`config.mk`:
```
export PLATFORM = sky130hd
export DESIGN_NAME = johnson_phase_tracker
export DESIGN_NICKNAME = d
export VERILOG_FILES = /design/src/rtl/johnson_phase_tracker.sv
export SDC_FILE = /design/constraint.sdc
export NUM_CORES = 1
export LEC_CHECK = 0
export BUFFER_PORTS_ARGS = -buffer_cell sky130_fd_sc_hd__buf_2
export CORE_MARGIN = 2
export CORE_UTILIZATION = 45
export CTS_CLUSTER_DIAMETER = 40
export DETAILED_ROUTE_END_ITERATION = 12
export PLACE_DENSITY = 0.78
export SLEW_MARGIN = 40
export SYNTH_ARGS = -nofsm -noshare
export SYNTH_HDL_FRONTEND = slang
export SYNTH_SLANG_ARGS = --single-unit
```
`constraint.sdc`:
```
create_clock -name clk -period 6.5 [get_ports clk]
set_clock_uncertainty 0.1 [all_clocks]
set_input_delay 1.3 -clock clk [delete_from_list [all_inputs] [get_ports clk]]
set_output_delay 1.3 -clock clk [all_outputs]
set_load 0.02 [all_outputs]
```
`src/rtl/johnson_phase_tracker.sv`:
```
// ============================================================================
// Module : johnson_phase_tracker
// Brief  : Validates and decodes a twisted-ring code, checks phase stepping,
//          counts revolutions and tracks lock.
// Rev    : 1.0
// ============================================================================
`default_nettype none

module johnson_phase_tracker #(
  parameter int WIDTH    = 4,
  parameter int LOCK_CNT = 3,
  parameter int REV_W    = 8,
  localparam int PW      = $clog2(2*WIDTH)
) (
  input  logic               clk,
  input  logic               clear,
  input  logic [WIDTH-1:0]   cin,
  input  logic               cin_valid,
  output logic [PW-1:0]      phase,
  output logic [2*WIDTH-1:0] phase_onehot,
  output logic               phase_valid,
  output logic               wrap,
  output logic               restart,
  output logic [REV_W-1:0]   rev_count,
  output logic               illegal,
  output logic               seq_err,
  output logic               err_sticky,
  output logic               locked
);

  localparam int           NPH      = 2*WIDTH;
  localparam logic [PW:0]  C_NPH    = (PW+1)'(NPH);
  localparam logic [PW-1:0] C_LAST  = PW'(NPH-1);
  localparam logic [3:0]   C_LOCK   = 4'(LOCK_CNT);

  typedef enum logic [0:0] {
    ST_UNLOCKED = 1'b0,
    ST_LOCKED   = 1'b1
  } state_t;

  state_t               state_q;
  logic [3:0]           lock_cnt_q;
  logic                 prev_valid_q;
  logic [PW-1:0]        phase_q;
  logic [NPH-1:0]       onehot_q;
  logic                 phase_valid_q;
  logic                 wrap_q;
  logic                 restart_q;
  logic [REV_W-1:0]     rev_q;
  logic                 illegal_q;
  logic                 seq_err_q;
  logic                 sticky_q;
  logic                 locked_q;

  logic [PW:0]          w_ones;
  logic [PW:0]          w_trans;
  logic                 w_legal;
  logic [PW:0]          w_neg;
  logic [PW-1:0]        w_phase;
  logic [PW-1:0]        w_next;
  logic                 w_hold;
  logic                 w_adv;
  logic                 w_zero;
  logic                 w_good;
  logic                 w_wrap;
  logic                 w_restart;

  // Ones count gives the phase directly when packed from the MSB; packed
  // from the LSB the phase counts backwards from 2*WIDTH.
  always_comb begin
    w_ones  = '0;
    w_trans = '0;
    for (int i = 0; i < WIDTH; i++) begin
      w_ones = w_ones + {{PW{1'b0}}, cin[i]};
    end
    for (int i = 0; i < WIDTH-1; i++) begin
      w_trans = w_trans + {{PW{1'b0}}, cin[i+1] ^ cin[i]};
    end
    w_legal = (w_trans <= (PW+1)'(1));
    w_neg   = C_NPH - w_ones;
    if (cin[WIDTH-1] || (w_ones == '0)) begin
      w_phase = w_ones[PW-1:0];
    end else begin
      w_phase = w_neg[PW-1:0];
    end
  end

  assign w_next    = (phase_q == C_LAST) ? '0 : phase_q + 1'b1;
  assign w_hold    = prev_valid_q && (w_phase == phase_q);
  assign w_adv     = prev_valid_q && (w_phase == w_next);
  assign w_zero    = (w_phase == '0);
  assign w_wrap    = w_adv && w_zero;
  assign w_restart = prev_valid_q && w_zero && !w_hold && !w_adv;
  assign w_good    = !prev_valid_q || w_hold || w_adv || w_restart;

  always_ff @(posedge clk) begin
    if (clear) begin
      state_q       <= ST_UNLOCKED;
      lock_cnt_q    <= '0;
      prev_valid_q  <= 1'b0;
      phase_q       <= '0;
      onehot_q      <= '0;
      phase_valid_q <= 1'b0;
      wrap_q        <= 1'b0;
      restart_q     <= 1'b0;
      rev_q         <= '0;
      illegal_q     <= 1'b0;
      seq_err_q     <= 1'b0;
      sticky_q      <= 1'b0;
      locked_q      <= 1'b0;
    end else begin
      wrap_q    <= 1'b0;
      restart_q <= 1'b0;
      illegal_q <= 1'b0;
      seq_err_q <= 1'b0;
      if (cin_valid) begin
        if (!w_legal) begin
          illegal_q     <= 1'b1;
          phase_valid_q <= 1'b0;
          onehot_q      <= '0;
          prev_valid_q  <= 1'b0;
          sticky_q      <= 1'b1;
          state_q       <= ST_UNLOCKED;
          lock_cnt_q    <= '0;
          locked_q      <= 1'b0;
        end else begin
          phase_q       <= w_phase;
          phase_valid_q <= 1'b1;
          onehot_q      <= NPH'(1) << w_phase;
          prev_valid_q  <= 1'b1;
          if (w_good) begin
            wrap_q    <= w_wrap;
            restart_q <= w_restart;
            if (w_wrap) begin
              rev_q <= rev_q + 1'b1;
            end
            if (state_q == ST_UNLOCKED) begin
              lock_cnt_q <= lock_cnt_q + 1'b1;
              if (lock_cnt_q + 1'b1 >= C_LOCK) begin
                state_q  <= ST_LOCKED;
                locked_q <= 1'b1;
              end
            end
          end else begin
            seq_err_q  <= 1'b1;
            sticky_q   <= 1'b1;
            state_q    <= ST_UNLOCKED;
            lock_cnt_q <= '0;
            locked_q   <= 1'b0;
          end
        end
      end
    end
  end

  assign phase        = phase_q;
  assign phase_onehot = onehot_q;
  assign phase_valid  = phase_valid_q;
  assign wrap         = wrap_q;
  assign restart      = restart_q;
  assign rev_count    = rev_q;
  assign illegal      = illegal_q;
  assign seq_err      = seq_err_q;
  assign err_sticky   = sticky_q;
  assign locked       = locked_q;

endmodule

`default_nettype wire
```
==> impl_metrics.csv <==
group,metric,value,unit
synthesis,synthMostInstantiatedCell,"dfxtp_1",
critical_path,cp.required,6.63,ns
sta,finalSetupViolations,0,
layout,nFillCells,327,
sta,worst_pin_slew,0.566,ns
synthesis,ys_ff_latch,31,
route,via_count,1443,
sta,maxSlewHeadroom,62.2,%
critical_path,end_kind,"register",
cts,root_buffer,"clkbuf_4",
power_and_ir_drop,power_density,247,nW/µm²
grt,grt_max_degree,34,
critical_path,startpoint_type,"primary input",
layout,layout.cells.non_filler,265,
cts,ctsResizeCount,0,
critical_path,crit_family,"adder cells",
min_path,holdPathStages,2,
cts,tritoncts,"done",
placed_design,dp_cells,257,
floorplan,fp.coreArea,3420,µm²
grt,use_met3,6.42,%
synthesis,synth_commonest_cells,"dfxtp_1 (31), nor2_1 (21), inv_1 (15)",
synthesis,synth_top_cell_area_share,37.6,%
power_and_ir_drop,clockPowerShare,28.7,%
power_and_ir_drop,vdd_drop_max,0.127,mV
synthesis,synth_top_area_cell,"dfxtp_1",
critical_path,crit_slowest_cell,"or3_1",
grt,grt_pass1_vias,1392,
layout,fin_util,55.4,%
sta,fin_tns_setup,0,ns
outcome,status,"finished clean",
synthesis,synth_area_leaders,"dfxtp_1 (38%), ha_1 (8.3%), nor2_1 (4.8%), inv_1 (3.4%), a21oi_1 (3.0%)",
power_and_ir_drop,power.net_switching,0.000159,W
cts,clkSlewWorstSetupHoldPaths,0.10,ns
placed_design,place_hpwl,2560,µm
cts,htree_levels,2,
synthesis,synth_edf_count,0,
critical_path,r2r_start,"phase[0]$_SDFFE_PP0P_",
floorplan,start_util,48.3,%
cts,insertion_delay,0.34,ns
placed_design,gp_congestion,0.875,
route,initialDrtViolationCount,84,
layout,syn_to_final_growth,14.8,%
synthesis,synthFlopType,"dfxtp_1",
sta,fin_hold_ws,0.361,ns
sta,period_minus_slack,4.98,ns
grt,grt_pass1_wl,5930,µm
critical_path,r2r_slack,3.87,ns
grt,top_usage_layer,"met2",
synthesis,netlist_instances,187,
floorplan,io_pins,33,
critical_path,crit_fanout,9,
cts,cts_hold_buffers,0,
min_path,hold-path-endpoint,"err_sticky$_SDFFE_PP0P_",
layout,antenna_cells,0,
critical_path,worstPathArrival,5.11,ns
sta,rsz0062_at_grt,"false",
power_and_ir_drop,p_leak,0.847,nW
synthesis,syn_nets,206,
cts,postCtsSetupRepairBufs,0,
min_path,min_from,"err_sticky$_SDFFE_PP0P_",
critical_path,critPathKind,"in2reg",
route,vias_per_cell,5.45,
grt,antenna_found_initial,0,
cts,clock-sinks,31,
min_path,hp-class,"reg2reg",
sta,min_period_over_period,76.6,%
power_and_ir_drop,combPwrFrac,27.1,%
grt,use_met2,29.3,%
power_and_ir_drop,swShare,33.9,%
sta,slew_violations,0,
placed_design,portBuffers,32,
power_and_ir_drop,power.internal,0.000309,W
critical_path,regToRegEndpoint,"rev_count[7]$_SDFFE_PP0P_",
route,dr.pass1.iters,4,
critical_path,max_stage_delay,0.54,ns
synthesis,async_flop_share,0,%
grt,globalRouteTotalUtil,18.1,%
grt,grt_overflow_total,0,
layout,nNetsFinal,237,
critical_path,cp_num_buf_inv,4,
route,wl_per_cell,13.3,µm
run,maxCapViolations,0,
sta,final_hold_viol_count,0,
power_and_ir_drop,pwr-share-seq,44.2,%
sta,timing.fmax,201,MHz
critical_path,reg2regPathDepth,8,
synthesis,avgSynthCellArea,8.82,µm²
floorplan,die_w,64.5,µm
synthesis,ys.warnings.count,0,
synthesis,synthDistinctLibCells,40,
route,drtAntennaViolNets,0,
cts,cts_made_buffers,5,
cts,clk_path_buf_depth,2,
synthesis,netlist_area,1650,µm²
synthesis,ys_seq_area_share,37.6,%
critical_path,crit_chain,"buf_2 > inv_1 > fa_1 > inv_1 > ha_1 > inv_1 > ha_1 > ha_1 > nor3b_1 > nor2_2 > xnor2_1 > or3_1 > nor4_1 > mux2_2",
grt,grt_util_met1,21.7,%
floorplan,dieArea,4160,µm²
route,drt_wl_total,3510,µm
layout,final_layout_size_suffix_gt1_share,22.8,%
floorplan,die_h,64.5,µm
floorplan,rows,21,
route,drc_errors,0,
-- worst reg2reg max path, delay by kind of cell (launching register included) --
family / cells / cell delay, ns
XOR/XNOR: 1 / 0.25
adder cells (fa/ha/maj): 2 / 0.36
multiplexers: 1 / 0.36
flip-flops: 1 / 0.46
AND/OR/NAND/NOR: 4 / 1.00
-- worst max path at each step --
stage / startpoint / endpoint / slack, ns / cells past startpoint
3_5_place_dp: cin[3] / rev_count[7]$_SDFFE_PP0P_ / 1.22 / 14
4_1_cts: cin[3] / rev_count[7]$_SDFFE_PP0P_ / 1.54 / 14
5_1_grt: cin[3] / rev_count[5]$_SDFFE_PP0P_ / 1.27 / 14
3_3_place_gp: cin[3] / rev_count[7]$_SDFFE_PP0P_ / 1.33 / 14
6_report: cin[3] / rev_count[7]$_SDFFE_PP0P_ / 1.52 / 14
2_1_floorplan: cin[3] / rev_count[7]$_SDFFE_PP0P_ / 1.50 / 16
-- final cells by class --
type	instances	area, µm²	share of cell area, %
Multi-Input combinational cell	133	926	48.9
Clock buffer	7	65.1	3.44
Inverter	15	56.3	2.97
Tap cell	46	57.6	3.04
Timing Repair Buffer	32	160	8.46
Sequential cell	31	621	32.8
Clock inverter	1	7.51	0.397
-- power by group through the flow --
stage                     combinational, W  sequential (W)  clock, W
after floorplan                  0.0000883        0.000218         0
after global placement            0.000122        0.000210         0
after detailed placement          0.000126        0.000211         0
after CTS                         0.000126        0.000206  0.000134
after global routing              0.000141        0.000208  0.000145
final                             0.000127        0.000206  0.000134
-- sequential cells by signal (all words and copies together), names as in the netlist, 3 cells and up --
signal and count:
phase_onehot 8, rev_count 8, phase 3, lock_cnt_q 4
-- cells by family (layout without fill, tap and decap cells) --
| logic type | Yosys count | count (layout) | share of synthesized area [%] |
|---|---|---|---|
| multiplexers | 4 | 4 | 2.66 |
| buffers and inverters | 23 | 55 | 6.22 |
| AND/OR/NAND/NOR | 68 | 68 | 21.7 |
| XOR/XNOR | 10 | 10 | 5.31 |
| adder cells (fa/ha/maj) | 12 | 12 | 9.56 |
| flip-flops | 31 | 31 | 37.6 |
| AO/OA/AOI/OAI | 39 | 39 | 16.9 |
-- metal layers --
| metal | up-vias | part of all wire [%] |
|---|---|---|
| met3 | 7 | 6.7 |
| met1 | 664 | 47 |
| met2 | 43 | 45 |
| li1 | 729 | - |
| met4 | 0 | 1.7 |
| met5 | - | 0 |
-- through the flow --
stage,setup slack (ns),power (W),cell area [µm²]
after floorplan,1.50,0.000306,1650
after global placement,1.33,0.000333,1820
after detailed placement,1.22,0.000336,1820
after CTS,1.54,0.000467,1890
after global routing,1.27,0.000494,1890
final,1.52,0.000467,1890
-- placed cells by master (no fill, tap or decap), types with 3 or more instances in the layout --
cell type	count
a21oi_1	10
a32o_1	4
a32oi_1	5
buf_2	32
clkbuf_4	5
dfxtp_1	31
ha_1	11
inv_1	15
mux2_2	3
nand2_1	13
nand3_1	5
nand4_1	3
nor2_1	21
nor3_1	7
nor3b_1	3
nor4_1	3
o21ai_0	5
o31ai_1	3
or3_1	3
xnor2_1	5
xor2_1	5
No activity file was read; power rests on OpenSTA's default activity.
